$ cat config.mk
export PLATFORM = sky130hd
export DESIGN_NAME = movement_executor
export DESIGN_NICKNAME = d
export VERILOG_FILES = /design/src/rtl/movement_executor.sv
export SDC_FILE = /design/constraint.sdc
export NUM_CORES = 1
export LEC_CHECK = 0
export BUFFER_PORTS_ARGS = -buffer_cell sky130_fd_sc_hd__buf_2
export CORE_MARGIN = 4
export CORE_UTILIZATION = 29
export DETAILED_ROUTE_END_ITERATION = 8
export HOLD_SLACK_MARGIN = 0.03
export PLACE_DENSITY = 0.55
export SYNTH_ARGS = -nofsm -noshare
export SYNTH_HDL_FRONTEND = slang
export SYNTH_SLANG_ARGS = --single-unit
$ cat constraint.sdc
create_clock -name clk -period 2.4 [get_ports clk]
set_clock_uncertainty 0.05 [all_clocks]
set_input_delay 0.48 -clock clk [delete_from_list [all_inputs] [get_ports clk]]
set_output_delay 0.48 -clock clk [all_outputs]
set_load 0.05 [all_outputs]
$ cat src/rtl/movement_executor.sv
// movement_executor: turns absolute-direction movement codes into timed differential-drive
// motor sequences (rotate to target heading, advance one cell) and tracks the heading.
module movement_executor #(
    parameter int TURN90_CYCLES = 1000,
    parameter int STEP_CYCLES   = 4000,
    parameter int SETTLE_CYCLES = 100,
    parameter int CNT_W         = 16
) (
    input  logic       clk,
    input  logic       rst,
    input  logic [3:0] cmd,
    input  logic       cmd_valid,
    output logic       cmd_ready,
    input  logic       stop,
    output logic       motor_l_en,
    output logic       motor_l_dir,
    output logic       motor_r_en,
    output logic       motor_r_dir,
    output logic [1:0] heading,
    output logic       busy,
    output logic       done,
    output logic       cmd_err
);
    typedef enum logic [2:0] {IDLE, TURN, SETTLE_T, STEP, SETTLE_S, DONE} state_t;
    localparam logic [CNT_W-1:0] TURN_LD   = CNT_W'(TURN90_CYCLES - 1);
    localparam logic [CNT_W-1:0] STEP_LD   = CNT_W'(STEP_CYCLES - 1);
    localparam logic [CNT_W-1:0] SETTLE_LD = CNT_W'(SETTLE_CYCLES - 1);
    state_t           state, state_n;
    logic [CNT_W-1:0] cnt, cnt_n;
    logic [1:0]       heading_n, target, delta;
    logic             extra, extra_n;
    logic             left, left_n;
    logic             err, err_n;
    logic             code_ok, expire, timed;
    assign code_ok = cmd inside {4'b0001, 4'b0011, 4'b0010, 4'b0100};
    assign target  = cmd == 4'b0011 ? 2'd1 : cmd == 4'b0010 ? 2'd2 : cmd == 4'b0100 ? 2'd3 : 2'd0;
    assign delta   = target - heading;
    assign expire  = cnt == '0;
    assign timed   = state inside {TURN, SETTLE_T, STEP, SETTLE_S};
    // extra marks a second right turn still pending for a 180-degree rotation
    always_comb begin
        state_n   = state;
        cnt_n     = cnt - CNT_W'(1);
        heading_n = heading;
        extra_n   = extra;
        left_n    = left;
        err_n     = err;
        case (state)
            IDLE: begin
                cnt_n = '0;
                if (cmd_valid) begin
                    err_n   = !code_ok && cmd != 4'b0000;
                    left_n  = delta == 2'd3;
                    extra_n = delta == 2'd2;
                    state_n = !code_ok ? DONE : delta != 2'd0 ? TURN : STEP;
                    cnt_n   = !code_ok ? '0 : delta != 2'd0 ? TURN_LD : STEP_LD;
                end
            end
            TURN: if (expire) begin
                heading_n = left ? heading - 2'd1 : heading + 2'd1;
                state_n   = SETTLE_T;
                cnt_n     = SETTLE_LD;
            end
            SETTLE_T: if (expire) begin
                state_n = extra ? TURN : STEP;
                cnt_n   = extra ? TURN_LD : STEP_LD;
                extra_n = 1'b0;
            end
            STEP: if (expire) begin
                state_n = SETTLE_S;
                cnt_n   = SETTLE_LD;
            end
            SETTLE_S: if (expire) begin
                state_n = DONE;
                cnt_n   = '0;
            end
            default: begin
                state_n = IDLE;
                cnt_n   = '0;
            end
        endcase
        // abort wins over expiry, so a turn cut short never reaches the heading
        if (stop && timed) begin
            state_n   = IDLE;
            cnt_n     = '0;
            heading_n = heading;
        end
    end
    always_ff @(posedge clk or posedge rst) begin
        if (rst) begin
            state       <= IDLE;
            cnt         <= '0;
            heading     <= 2'd0;
            extra       <= 1'b0;
            left        <= 1'b0;
            err         <= 1'b0;
            motor_l_en  <= 1'b0;
            motor_l_dir <= 1'b0;
            motor_r_en  <= 1'b0;
            motor_r_dir <= 1'b0;
            busy        <= 1'b0;
            done        <= 1'b0;
            cmd_err     <= 1'b0;
            cmd_ready   <= 1'b1;
        end else begin
            state       <= state_n;
            cnt         <= cnt_n;
            heading     <= heading_n;
            extra       <= extra_n;
            left        <= left_n;
            err         <= err_n;
            motor_l_en  <= state_n == TURN || state_n == STEP;
            motor_r_en  <= state_n == TURN || state_n == STEP;
            motor_l_dir <= state_n == STEP || (state_n == TURN && !left_n);
            motor_r_dir <= state_n == STEP || (state_n == TURN && left_n);
            busy        <= state_n != IDLE;
            done        <= state_n == DONE;
            cmd_err     <= state_n == DONE && err_n;
            cmd_ready   <= state_n == IDLE;
        end
    end
endmodule

; ---- After elaboration in Yosys (flattened, before gate mapping)
; Index checks and enable logic that the tools add are counted.
; Widths: inputs -> output; s select.
[word_totals]
reg_bits = 31
input_bits = 8
out_inout_bits = 10
wordCells = 85
[classes]
addsub = 4
eq_ne = 15
muxes = 30
bitwise_logic = 1
reduce_logical = 22
[op_table]
columns = op, n
row1 = $mux 16, 4
row2 = $pmux 16 s4, 1
row3 = $mux 12, 4
row4 = $mux 3, 7
row5 = $logic_not 16->1, 1
row6 = $sub 16x1->16 const B, 1
row7 = $pmux 3 s5, 1
row8 = $mux 2, 6
row9 = $reduce_bool 4->1, 3
row10 = $eq 3x2->1 const B, 3
row11 = $eq 4x2->1 const B, 2
row12 = $eq 3x1->1 const B, 2
row13 = $eq 3x3->1 const B, 2
row14 = $logic_not 3->1, 2
row15 = $mux 1, 6
row16 = $reduce_and 3->1, 2
row17 = $logic_and 1x1->1, 5
row18 = $eq 2x2->1 const B, 2
row19 = $eq 4x1->1 const B, 1
row20 = $eq 4x3->1 const B, 1
row21 = $ne 2x2->1 const B, 2
row22 = $reduce_bool 2->1, 2
row23 = $logic_or 1x1->1, 3
row24 = $reduce_bool 3->1, 1
row25 = 7 further kinds, 8

; ---- Logic depth before layout (Yosys ltp)
[logic_depth]
depth_word = 14
ltp_mapped = 9
mapped_depth_nobuf = 8

; ---- Worst setup path before layout
; Ideal clock, no wire load.
[synth_path]
path_type = register to register
startpoint = register cnt[0]
endpoint = register cmd_err
setup_ns = 0.120
arrival_time_ns = 1.947
required_ns = 2.230
setup_slack_ns = 0.284
stages_incl_launch_ff = 10
n_path_buf = 1
cell_sequence = dfrtp_1 > inv_1 > ha_1 > nor4b_2 > nand2b_1 > clkbuf_1 > nor4_4 > nor3_1 > nor3_4 > and3b_1
[synth_via]
elab_chain_len = 6
[synth_lines]
columns = item, line
row1 = "start, declared", 29  ; logic [CNT_W-1:0] cnt, cnt_n;
row2 = "start signal, assigned", 107  ; cnt <= cnt_n;
row3 = $logic_not 16->1 (*), 38  ; assign expire = cnt == '0;
row4 = "$mux 3, on equally long branches", -
row5 = $pmux 3 s5 (*), 48  ; case (state)
row6 = $mux 3 (*), 83  ; if (stop && timed) begin
row7 = $eq 3x3->1 (*), 118  ; cmd_err <= state_n == DONE && err_n;
row8 = $logic_and 1x1->1 (*), 118
row9 = "end signal, assigned", 118
row10 = "end, declared", 22  ; output logic cmd_err
; Mark *: on every way between the ends. The rest lies on a longest branch, timed or not.
; A chain may end at the register's enable or synchronous reset.

; ---- Worst setup path in the final report
; Same ends and word-level chain as after synthesis.

==> impl_metrics.env <==
export IMPL_cts_buffers=5
export IMPL_rows=28
export IMPL_cts_tree="yes"
export IMPL_post_route_period_util_pct=90.3
export IMPL_whs_ps=215
export IMPL_viasPerCell=4.83
export IMPL_synth_edf_count=0
export IMPL_die_x_um=86.3
export IMPL_tns_ps=0
export IMPL_die_area_mm2=0.00744
export IMPL_place_congestion=0.814
export IMPL_fin_crit_ps=2170
export IMPL_status="complete, no violations"
export IMPL_cts_sinks=31
export IMPL_syn_area_mm2=0.00178
export IMPL_fp_dieH_um=86.3
export IMPL_clk_latency_ps=280
export IMPL_grt_first_pass_wirelength_um=6860
export IMPL_preCtsSetupSlack_ps=121
export IMPL_grt_max_degree=32
export IMPL_drc_errors=0
export IMPL_syn2layout_area_growth_pct=22.5
export IMPL_overflow=0
export IMPL_critical_path_arrival_ps=2290
export IMPL_synth_top_area_cell="dfrtp_1"
export IMPL_drt_iter0_drc=66
export IMPL_grt_pass1_vias=1439
export IMPL_maxCapViolCount=0
export IMPL_synth_xor_area_share_pct=8.66
export IMPL_io_pin_count=18
export IMPL_num_antenna_cells=0
export IMPL_drive_above_1_share_pct=24.8
export IMPL_critical_path_slowest_cell="dfrtp_1"
export IMPL_fmax_ghz=0.461
export IMPL_yosysSeqAreaShare_pct=43.7
export IMPL_endpoint_kind="flop"
export IMPL_synth_nets=203
export IMPL_coreArea_mm2=0.00592
export IMPL_synthAdderAreaFrac_pct=1.97
export IMPL_final_nets=235
export IMPL_synth_area_leaders="dfrtp_1 42%, xnor2_1 6.9%, nand2_1 4.6%, a21oi_1 4.2%, nor2_1 4.2%"
export IMPL_routed_wl_um=3850
export IMPL_setup_worst_path_class="reg -> reg"
export IMPL_ant_nets=0
export IMPL_worstSetupStartpoint="cnt[0]"
export IMPL_rsz0062_at_grt="no"
export IMPL_ys_types=44
export IMPL_vdd_drop_max_mv=0.610
export IMPL_power_density_mw_per_mm2=1720
export IMPL_grt_usage_pct=11.7
export IMPL_clock_tree_root_cell="clkbuf_8"
export IMPL_synthMuxAreaShare_pct=0
export IMPL_tightest_slew_ps=429
export IMPL_cts_buffer_depth=2
export IMPL_path_max_fanout=8
export IMPL_synthFlopType="dfrtp_1"
export IMPL_dr_pass1_iters=4
export IMPL_setup_ws_ps=232
export IMPL_worstSetupStartpointType="flop"
export IMPL_synth_top_family_by_area="simple AND/OR/NAND/NOR gates"
export IMPL_slew_violations=0
export IMPL_syn_avg_cell_area_um2=9.21
export IMPL_synth_warnings=0
export IMPL_slowest_delay_ps=380
export IMPL_synth_compound_area_share_pct=13.7
export IMPL_numPortBuffers=17
export IMPL_required_ps=2530
export IMPL_path_cells="inv_1 -> ha_2 -> nor4b_4 -> buf_4 -> nand2b_1 -> nor4_4 -> nor3_2 -> nor3_4 -> and3b_1"
export IMPL_synth_seq_cells=31
export IMPL_hold_path_class="in -> async"
export IMPL_wl_per_cell_um=12.8
export IMPL_synth_simple_area_share_pct=28.1
export IMPL_p_leak_nw=0.988
export IMPL_via_count=1455
export IMPL_synth_cells=193
export IMPL_initial_core_util_pct=30.0
export IMPL_setup_viol=0
export IMPL_netlist_area_leader_share_pct=42.3
export IMPL_dpl_hpwl_um=2900
export IMPL_r2r_start="cnt[0]"
export IMPL_async_flop_share_pct=100
export IMPL_antenna_found_initial=0
export IMPL_cts_htree_levels=2
export IMPL_clk_pin_slew_ps=70
export IMPL_finalHoldViolations=0
export IMPL_fillCellCount=611
export IMPL_relSlewSlack_pct=71.4
==> layout by cell type, fill, tap and decap left out, types with 2 or more instances in the layout <==
cell type  netlist  layout
nor4_4           2       2
nor3_2           0       3
nor3b_1          4       4
nor2b_1          4       4
or2_2            2       2
nand2_1         22      22
o21a_1           3       3
o31ai_1          6       6
a21oi_1         15      15
o21ai_0         10      10
buf_2            0      17
buf_4            1      15
o22ai_1          2       2
nor2_1          20      19
xnor2_1         14      14
dfrtp_1         30      30
nand2b_1         2       2
inv_1            8       8
nor2_2           1       2
nor3_1          14      11
clkbuf_8         0       6
nor4_1           2       2
or3_1            2       2
==> power breakdown <==
group	switching (mW)	internal (mW)	total, mW
Combinational	1.31	0.960	2.28
Sequential	0.196	0.745	0.941
Clock	0.199	0.336	0.535
==> state kept, by name (all words and copies together), names as in the netlist <==
register and cells:
err 1, motor_l_dir 1, state 3, cmd_err 1, cmd_ready 1, busy 1, done 1, motor_r_en 1
extra 1, left 1, motor_r_dir 1, cnt 16, heading 2
==> path summary, 6_finish.rpt <==
| kind | endpoint | slack, ps | cells past startpoint |
|---|---|---|---|
| setup / recovery | cmd_err | 230 | 9 |
| hold / removal | cnt[15] | 210 | 3 |
| setup reg to reg | cmd_err | 230 | 9 |
| hold reg to reg | err | 420 | 2 |
| max in group asynchronous | cmd_ready | 1770 | 3 |
| min in group clk | err | 420 | 2 |
==> layer usage <==
metal / global-route usage, % / share of wire (%)
met1: 15.0 / 48
met2: 18.7 / 47
met3: 2.85 / 3.0
met4: 5.10 / 1.8
met5: 0 / 0
==> critical path, delay by kind of cell (launching register included) <==
kind | cells | cell delay, ps
and+or+nand+nor | 6 | 1220
adders and majority gates | 1 | 200
DFF | 1 | 380
buffers and inverters | 2 | 220
==> synthesized netlist by cell type (2+ instances only) <==
cell type and n:
dfrtp_1 30, nand2_1 22, nor2_1 20, a21oi_1 15
nor3_1 14, xnor2_1 14, o21ai_0 10, inv_1 8
o31ai_1 6, clkbuf_1 5, nor2b_1 4, nor3b_1 4
o21a_1 3, ha_1 2, nand2b_1 2, nor4_1 2
nor4_4 2, o22ai_1 2, or2_2 2, or3_1 2
==> per-stage QoR <==
| step | power [mW] | cell area, um2 | std cells | util (%) |
|---|---|---|---|---|
| global placement | 3.16 | 2020 | 292 | 34.2 |
| global route | 4.12 | 2180 | 301 | 36.8 |
| detailed placement | 3.18 | 2020 | 292 | 34.2 |
| floorplan | 2.63 | 1780 | 193 | - |
| finish | 3.75 | 2180 | 301 | 36.8 |
| CTS | 3.73 | 2140 | 300 | 36.2 |
==> timing repair <==
| item | CTS | global route |
|---|---|---|
| hold buffers | 0 | 0 |
| endpoints found under the setup margin | 0 | 9 |
| buffers inserted | 0 | 1 |
| resized for setup | 0 | 6 |
| hold endpoints to repair | 0 | 0 |
==> layout make-up <==
| type | instances | area, um2 | share of cell area [%] |
|---|---|---|---|
| Inverter | 8 | 30.0 | 1.38 |
| Clock buffer | 6 | 82.6 | 3.79 |
| Clock inverter | 2 | 35.0 | 1.61 |
| Tap cell | 75 | 93.8 | 4.31 |
| Timing Repair Buffer | 32 | 198 | 9.08 |
| Sequential cell | 31 | 777 | 35.7 |
| Multi-Input combinational cell | 147 | 961 | 44.1 |
==> cells by family (layout without fill, tap and decap cells) <==
logic type                 count (synthesis)  in the layout
adders and majority gates                  3              3
AOI/OAI and AO/OA                         41             41
xor gates and xnor gates                  16             16
buffers and inverters                     15             48
and+or+nand+nor                           87             87
DFF                                       31             31
Power figures use the tool's default switching activity.
